<file path="src/rtl/hack_boot_pkg.sv">
// Shared states and constants for the Hack boot loader.
// HACK_BOOT_CHECKSUM_EN adds the trailing checksum byte and the CSUM state.
package hack_boot_pkg;

  localparam int BOOT_LEN_BYTES  = 2;
  localparam int BOOT_WORD_BYTES = 2;
  localparam int BOOT_CSUM_W     = 8;

  typedef enum logic [2:0] {
    ST_LEN_HI  = 3'd0,
    ST_LEN_LO  = 3'd1,
    ST_DATA_HI = 3'd2,
    ST_DATA_LO = 3'd3,
`ifdef HACK_BOOT_CHECKSUM_EN
    ST_CSUM    = 3'd4,
`endif
    ST_RUN     = 3'd5,
    ST_ERROR   = 3'd6
  } boot_state_e;

  function automatic logic [BOOT_CSUM_W-1:0] csum_fold(input logic [BOOT_CSUM_W-1:0] acc,
                                                        input logic [7:0]             b);
    return acc ^ b;
  endfunction

endpackage

</file>
<file path="src/rtl/hack_boot_loader.sv">
// Boot sequencer: holds the Hack CPU in reset, streams an image into the ROM, then releases.
// HACK_BOOT_CHECKSUM_EN enables the trailing XOR checksum byte.
module hack_boot_loader
  import hack_boot_pkg::*;
#(
  parameter int ROM_AW = 15
) (
  input  logic                         clk,
  input  logic                         reset,
  input  logic [7:0]                   rx_data,
  input  logic                         rx_valid,
  output logic                         rx_ready,
  input  logic                         reboot,
  output logic                         rom_we,
  output logic [ROM_AW-1:0]            rom_addr,
  output logic [8*BOOT_WORD_BYTES-1:0] rom_wdata,
  output logic                         cpu_reset,
  output logic                         boot_done,
  output logic                         boot_error,
  output boot_state_e                  state_dbg
);

  localparam int          LEN_W     = 8 * BOOT_LEN_BYTES;
  localparam logic [31:0] MAX_WORDS = 32'd1 << ROM_AW;

  // Handshake: a byte moves on any cycle where rx_valid && rx_ready; rx_ready is
  // a pure decode of state so the sender never waits on a registered grant.
  boot_state_e       state;
  logic [7:0]        len_hi_q;
  logic [7:0]        data_hi_q;
  logic [LEN_W-1:0]  len_q;
  logic [ROM_AW:0]   idx_q;
  logic              accept;
  logic [LEN_W-1:0]  len_word;
  logic              last_word;
`ifdef HACK_BOOT_CHECKSUM_EN
  logic [BOOT_CSUM_W-1:0] csum_q;
`endif

  assign rx_ready  = (state != ST_RUN) && (state != ST_ERROR);
  assign accept    = rx_valid && rx_ready;
  assign len_word  = {len_hi_q, rx_data};
  assign last_word = (32'(idx_q) + 32'd1) == 32'(len_q);
  assign state_dbg = state;

  always_ff @(posedge clk) begin
    if (reset) begin
      state      <= ST_LEN_HI;
      len_hi_q   <= '0;
      data_hi_q  <= '0;
      len_q      <= '0;
      idx_q      <= '0;
      rom_we     <= 1'b0;
      rom_addr   <= '0;
      rom_wdata  <= '0;
      cpu_reset  <= 1'b1;
      boot_done  <= 1'b0;
      boot_error <= 1'b0;
`ifdef HACK_BOOT_CHECKSUM_EN
      csum_q     <= '0;
`endif
    end else begin
      rom_we <= 1'b0;
      case (state)
        ST_LEN_HI: begin
          if (accept) begin
            len_hi_q <= rx_data;
            state    <= ST_LEN_LO;
          end
        end
        ST_LEN_LO: begin
          if (accept) begin
            len_q <= len_word;
            if (32'(len_word) > MAX_WORDS) begin
              state      <= ST_ERROR;
              boot_error <= 1'b1;
            end else if (len_word == '0) begin
`ifdef HACK_BOOT_CHECKSUM_EN
              state <= ST_CSUM;
`else
              state     <= ST_RUN;
              boot_done <= 1'b1;
              cpu_reset <= 1'b0;
`endif
            end else begin
              state <= ST_DATA_HI;
            end
          end
        end
        ST_DATA_HI: begin
          if (accept) begin
            data_hi_q <= rx_data;
`ifdef HACK_BOOT_CHECKSUM_EN
            csum_q    <= csum_fold(csum_q, rx_data);
`endif
            state     <= ST_DATA_LO;
          end
        end
        ST_DATA_LO: begin
          if (accept) begin
            rom_we    <= 1'b1;
            rom_addr  <= idx_q[ROM_AW-1:0];
            rom_wdata <= {data_hi_q, rx_data};
            idx_q     <= idx_q + (ROM_AW+1)'(1);
`ifdef HACK_BOOT_CHECKSUM_EN
            csum_q    <= csum_fold(csum_q, rx_data);
`endif
            // Release lands in the same cycle as the final write, so the first fetch sees it.
            if (last_word) begin
`ifdef HACK_BOOT_CHECKSUM_EN
              state <= ST_CSUM;
`else
              state     <= ST_RUN;
              boot_done <= 1'b1;
              cpu_reset <= 1'b0;
`endif
            end else begin
              state <= ST_DATA_HI;
            end
          end
        end
`ifdef HACK_BOOT_CHECKSUM_EN
        ST_CSUM: begin
          if (accept) begin
            if (rx_data == csum_q) begin
              state     <= ST_RUN;
              boot_done <= 1'b1;
              cpu_reset <= 1'b0;
            end else begin
              state      <= ST_ERROR;
              boot_error <= 1'b1;
            end
          end
        end
`endif
        ST_RUN, ST_ERROR: begin
          if (reboot) begin
            state      <= ST_LEN_HI;
            idx_q      <= '0;
            cpu_reset  <= 1'b1;
            boot_done  <= 1'b0;
            boot_error <= 1'b0;
`ifdef HACK_BOOT_CHECKSUM_EN
            csum_q     <= '0;
`endif
          end
        end
        default: state <= ST_LEN_HI;
      endcase
    end
  end

endmodule

</file>
<file path="config.mk">
export PLATFORM = sky130hd
export DESIGN_NAME = hack_boot_loader
export DESIGN_NICKNAME = d
export VERILOG_FILES = /design/src/rtl/hack_boot_pkg.sv /design/src/rtl/hack_boot_loader.sv
export SDC_FILE = /design/constraint.sdc
export NUM_CORES = 1
export LEC_CHECK = 0
export BUFFER_PORTS_ARGS = -buffer_cell sky130_fd_sc_hd__buf_2
export CORE_ASPECT_RATIO = 0.5
export CORE_MARGIN = 5
export CORE_UTILIZATION = 52
export CTS_BUF_LIST = sky130_fd_sc_hd__clkbuf_4 sky130_fd_sc_hd__clkbuf_8 sky130_fd_sc_hd__clkbuf_16
export DETAILED_ROUTE_END_ITERATION = 10
export PLACE_DENSITY_LB_ADDON = 0.05
export SLEW_MARGIN = 20
export SYNTH_ARGS = -nofsm -noshare
export SYNTH_HDL_FRONTEND = slang
export SYNTH_SLANG_ARGS = --single-unit
</file>
<file path="constraint.sdc">
create_clock -name clk -period 2.1 [get_ports clk]
set_input_delay 0.105 -clock clk [delete_from_list [all_inputs] [get_ports clk]]
set_output_delay 0.105 -clock clk [all_outputs]
set_load 0.02 [all_outputs]
</file>
### Yosys cells after proc, flatten, opt, wreduce, memory -nomap -nowiden

Cells that the tools add are included.

* register bits after elaboration: 86
* bits of input ports: 12

* add/subtract/negate cells: 2
* order comparisons: 1
* eq/ne operators: 17
* multiplexer cells: 30
* bitwise gates (word level): 1
* reduce and logical (&&, ||, !) cells: 17

Operators by type and width (count)
* 16-bit 2-to-1 mux: 2
* 16-bit case mux with 2 select lines: 1
* 3-bit 2-to-1 mux: 8
* 2-bit inequality test (second input constant): 9
* 16-bit by 1-bit adder with 17-bit output (second input constant): 1
* 17-bit by 16-bit == test with 1-bit output: 1
* 16-bit by 1-bit adder with 16-bit output (second input constant): 1
* 16-bit > comparator (second input constant): 1
* 16-bit zero test: 1
* 1-bit 2-to-1 mux: 15
* 3-bit case mux with 5 select lines: 1
* 2-bit AND reduction: 4
* 7-bit AND reduction: 1
* 3-bit by 2-bit == test with 1-bit output (second input constant): 2
* 3-bit == test (second input constant): 2
* 3-bit inequality test (second input constant): 2
* 1-bit case mux with 3 select lines: 2
* 5-bit AND reduction: 1
* 4-bit AND reduction: 1
* 2-bit nonzero test: 2
* 2-bit OR reduction: 2
* 3-bit by 1-bit == test with 1-bit output (second input constant): 1
* 3-bit zero test: 1
* 3-bit AND reduction: 1
* 4 further kinds: 5

### Longest topological paths before layout

* depth in word-level cells: 5
* gate-level depth with buffers: 10
* gate-level depth less buffers: 7

### Least setup slack after synthesis

Ideal clock, no wire load.

* path type: register to register
* start point: reg idx_q[1]
* end point: reg cpu_reset
* setup time: 0.116 ns
* arrival time: 1.989 ns
* data required time: 1.984 ns
* slack: -0.005 ns
* cell stages (with the launch flop): 8
* buffers on the path: 1
* path through: dfxtp_1 > ha_1 > nand3_4 > clkbuf_1 > o311a_2 > nor4_2 > nand4_2 > a41o_1

* word-level cells in the longest chain between the ends: 4

Ends and longest elaborated chain
* from (decl): line hack_boot_loader.sv:32 `logic [ROM_AW:0] idx_q;`
* from (signal assigned): line hack_boot_loader.sv:104 `idx_q <= idx_q + (ROM_AW+1)'(1);`
* 16-bit by 1-bit adder with 17-bit output: line hack_boot_loader.sv:43 `assign last_word = (32'(idx_q) + 32'd1) == 32'(len_q);`
* 17-bit by 16-bit == test with 1-bit output: line hack_boot_loader.sv:43
* 2-bit inequality test (no line)
* 7-bit AND reduction (no line)
* to (signal assigned): line hack_boot_loader.sv:56 `cpu_reset <= 1'b1;`
* to (signal assigned): line hack_boot_loader.sv:83 `cpu_reset <= 1'b0;`
* to (signal assigned): line hack_boot_loader.sv:115 `cpu_reset <= 1'b0;`
* to (decl): line hack_boot_loader.sv:17 `output logic cpu_reset,`

No other way between the ends.
A chain may end at the register's enable or synchronous reset.

### Worst setup path in the final report

* start point: reg idx_q[1]
* end point: reg boot_done

* word-level cells in the longest chain between the ends: 4

Ends and longest elaborated chain
* 16-bit by 1-bit adder with 17-bit output: line hack_boot_loader.sv:43
* 17-bit by 16-bit == test with 1-bit output: line hack_boot_loader.sv:43
* 2-bit inequality test (no line)
* 7-bit AND reduction (no line)
* to (signal assigned): line hack_boot_loader.sv:57 `boot_done <= 1'b0;`
* to (signal assigned): line hack_boot_loader.sv:82 `boot_done <= 1'b1;`
* to (signal assigned): line hack_boot_loader.sv:114 `boot_done <= 1'b1;`
* to (decl): line hack_boot_loader.sv:18 `output logic boot_done,`

No other way between the ends.

==> flow_summary_export.csv <==
group,metric,value,unit
status,status,"finished, final reports clean",
route,routedWlPerCell,15.12,um
setup_path,required,2.32,ns
route,drc,0,
place,port_buffers,50,
setup_path,worstPathMaxFanout,5,
power,p_per_area,741.5,mW/mm^2
logic_synthesis,yosys_warnings,0,
setup_path,crit_slowest_cell,"or4_4",
grt,grt_max_degree,71,
logic_synthesis,async_flop_share,0,%
finish,final_cell_area,0.004801,sq mm
setup_path,cp-end-kind,"flip-flop",
logic_synthesis,ys_seq_elements,86,
finish,drive_gt1_share,25.49,%
clock_tree,clk-insertion-delay-late,0.34,ns
sta,hold_violations,0,
power,p_clk_share,43.2,%
route,detail_route.vias_per_cell,5.398,
floorplanning,die_x,133.5,um
sta,holdWs,0.05998,ns
finish,final_cell_mix,"nand2_1, dfxtp_1, a21oi_1, buf_2, buf_4",
logic_synthesis,synth_edf_count,0,
route,ant_nets,0,
logic_synthesis,yosysTopAreaCellShare,43.45,%
logic_synthesis,syn_area,0.003963,sq mm
logic_synthesis,synthTopCellsByArea,"dfxtp_1, nand2_1, a21oi_1",
sta,tns,0,ns
finish,mostFrequentLayoutCell,"nand2_1",
worst_hold_path,hold_path_depth,3,
job,max-cap-violations,0,
power,switching_share,25.74,%
floorplanning,die_h,71.73,um
route,drt-total-wl,9.874,mm
clock_tree,htreeDepth,3,
worst_hold_path,hold_path.class,"primary input to flip-flop",
clock_tree,path_clk_slew,0.07,ns
route,num_vias,3525,
clock_tree,cts_buffer_depth,2,
power,power_frac_comb,9.0,%
power,p_leak,1.907,nW
sta,drv_slew,0,
sta,rsz0062_at_grt,"true",
logic_synthesis,synth-seq-area-share,43.45,%
floorplanning,num_rows,22,
sta,fmax,0.4814,GHz
clock_tree,cts_tree,"done",
clock_tree,cts_buffers,9,
route,firstDrtPassIters,5,
finish,syn2layout_area_growth,21.16,%
logic_synthesis,syn-mean-instance-area,8.087,sq um
grt,grt_pass1_wl,16.03,mm
place,globalplace.congestion,0.8791,
setup_path,start_kind,"flip-flop",
setup_path,arrival,2.30,ns
setup_path,ff2ff_path_depth,8,
logic_synthesis,synth_largest_area_cell,"dfxtp_1",
setup_path,path_cells,"buf_4 > nand4_2 > or4_4 > nor3_1 > nor4_2 > nand4_2 > buf_4 > a41oi_2",
place,placed_cell_area,0.004412,sq mm
sta,setup_violations,0,
setup_path,r2r_slack,0.02,ns
floorplanning,core_area,0.007377,sq mm
floorplanning,floorplan.initialDensity,53.71,%
floorplanning,ioPinCount,51,
clock_tree,cts_sinks,86,
finish,final_nets,565,
power,netSwitchingPower,916.3,uW
grt,antenna_found_initial,0,
grt,grt_pass1_vias,3100,
logic_synthesis,synthCells,490,
power,peakVddDrop,0.4438,mV
grt,overflow,0,
setup_path,worstSetupPathType,"flip-flop to flip-flop",
power,seq_power_share,47.9,%
finish,antenna_cells,0,
sta,skew,0.007901,ns
sta,period_minus_slack,2.077,ns
sta,min_period_over_period,98.91,%
route,drt_iter0_drc,299,
clock_tree,cts_root_buf,"clkbuf_16",
finish,nFillCells,668,
logic_synthesis,ys.flop_type,"dfxtp_1",
logic_synthesis,synth_nets,503,
logic_synthesis,synth.distinct_cells,62,
floorplanning,dieArea,0.009572,sq mm
setup_path,max_stage_delay,0.60,ns
place,dp_hpwl,6.732,mm
sta,slew_headroom,51.92,%
power,power.internal,2.644,mW
grt,track_usage,20.92,%
sta,tightest_slew,0.7212,ns
final timing paths:
check | startpoint | to
max | idx_q[1] | boot_done
min | rx_data[2] | len_q[2]
max reg2reg | idx_q[1] | boot_done
min reg2reg | rom_addr[9] | rom_addr[9]
power groups by stage:
stage / Clock (mW) / Sequential (mW) / Combinational, mW
2_1_floorplan: 0 / 1.74 / 0.197
3_3_place_gp: 0 / 1.74 / 0.309
3_5_place_dp: 0 / 1.74 / 0.310
4_1_cts: 1.57 / 1.70 / 0.315
5_1_grt: 1.65 / 1.71 / 0.354
6_report: 1.54 / 1.70 / 0.320
cell families (layout without fill, tap and decap cells):
| family | count (synthesis) | in the layout | synth area share, % |
|---|---|---|---|
| muxes | 9 | 9 | 2.274 |
| xor gates and xnor gates | 20 | 20 | 4.421 |
| AOI/OAI and AO/OA | 116 | 116 | 17.30 |
| and+or+nand+nor | 212 | 213 | 26.15 |
| DFF | 86 | 86 | 43.45 |
| buffers and inverters | 46 | 112 | 6.094 |
| adders and majority gates | 1 | 1 | 0.3157 |
flip-flops by register name, indices dropped and copies added (netlist names):
signal	cells
rom_addr	15
data_hi_q	8
rom_we	1
len_q	16
boot_error	1
boot_done	1
idx_q	16
state_dbg	3
cpu_reset	1
len_hi_q	8
rom_wdata	16
per-layer routing:
layer  vias to the layer above  wire [um]  GRT usage (%)
met1                      1614       5179          30.41
met4                         0        115          5.815
met5                         -          0              0
met2                        96       4008          30.00
li1                       1802          -              -
met3                        13        571          6.241
cell usage after synthesis (2+ instances only):
| cell type | number |
|---|---|
| mux2i_1 | 9 |
| a21boi_0 | 2 |
| buf_4 | 3 |
| or2b_2 | 2 |
| clkbuf_2 | 3 |
| nand3_4 | 2 |
| nor2_1 | 32 |
| nand2_1 | 127 |
| a41oi_1 | 2 |
| nand2b_1 | 4 |
| and2_1 | 2 |
| o31ai_1 | 3 |
| inv_1 | 5 |
| buf_6 | 4 |
| a21oi_1 | 61 |
| nor4_4 | 2 |
| buf_2 | 3 |
| o21ai_0 | 26 |
| nand4_1 | 2 |
| o22ai_1 | 2 |
| nor4_1 | 6 |
| nand3_1 | 6 |
| o21a_1 | 2 |
| nand4_2 | 2 |
| o41ai_1 | 2 |
| a41o_1 | 2 |
| xor2_1 | 8 |
| xnor2_1 | 12 |
| clkbuf_8 | 2 |
| clkbuf_1 | 26 |
| a221o_1 | 2 |
| nor3_1 | 8 |
| nor4_2 | 2 |
| dfxtp_1 | 86 |
through the flow:
stage	utilization [%]	instances	worst slack (ns)	total power, mW
after floorplan	-	490	0.04330	1.939
after global placement	59.80	634	-0.02100	2.048
after detailed placement	59.80	634	-0.07377	2.049
after CTS	64.25	651	0.01934	3.589
after global routing	65.08	653	-0.07534	3.716
final	65.08	653	0.02289	3.560
worst max-delay path, delay by kind of cell (launching register included):
family,cells,cell delay (ns)
flip-flops,1,0.35
buffers and inverters,2,0.29
AND/OR/NAND/NOR,5,1.18
AO/OA/AOI/OAI,1,0.12
timing repair:
item                                    in CTS  in global routing
pin swaps                                    4                  4
setup buffers                                1                  1
resized for setup                            5                 11
hold buffers                                 0                  0
cloned                                       0                  1
endpoints found under the setup margin       5                 17
cell type report:
class | count | area [sq um] | area share, %
multi-input cells | 359 | 2090 | 43.52
flip-flops and latches | 86 | 1727 | 35.97
repair buffers | 91 | 558.0 | 11.62
clock buffers | 10 | 239.0 | 4.978
well taps | 96 | 120.1 | 2.502
clock inverters | 6 | 48.80 | 1.016
inverters | 5 | 18.77 | 0.3909
Note: power is estimated with default switching activity, not from simulation.
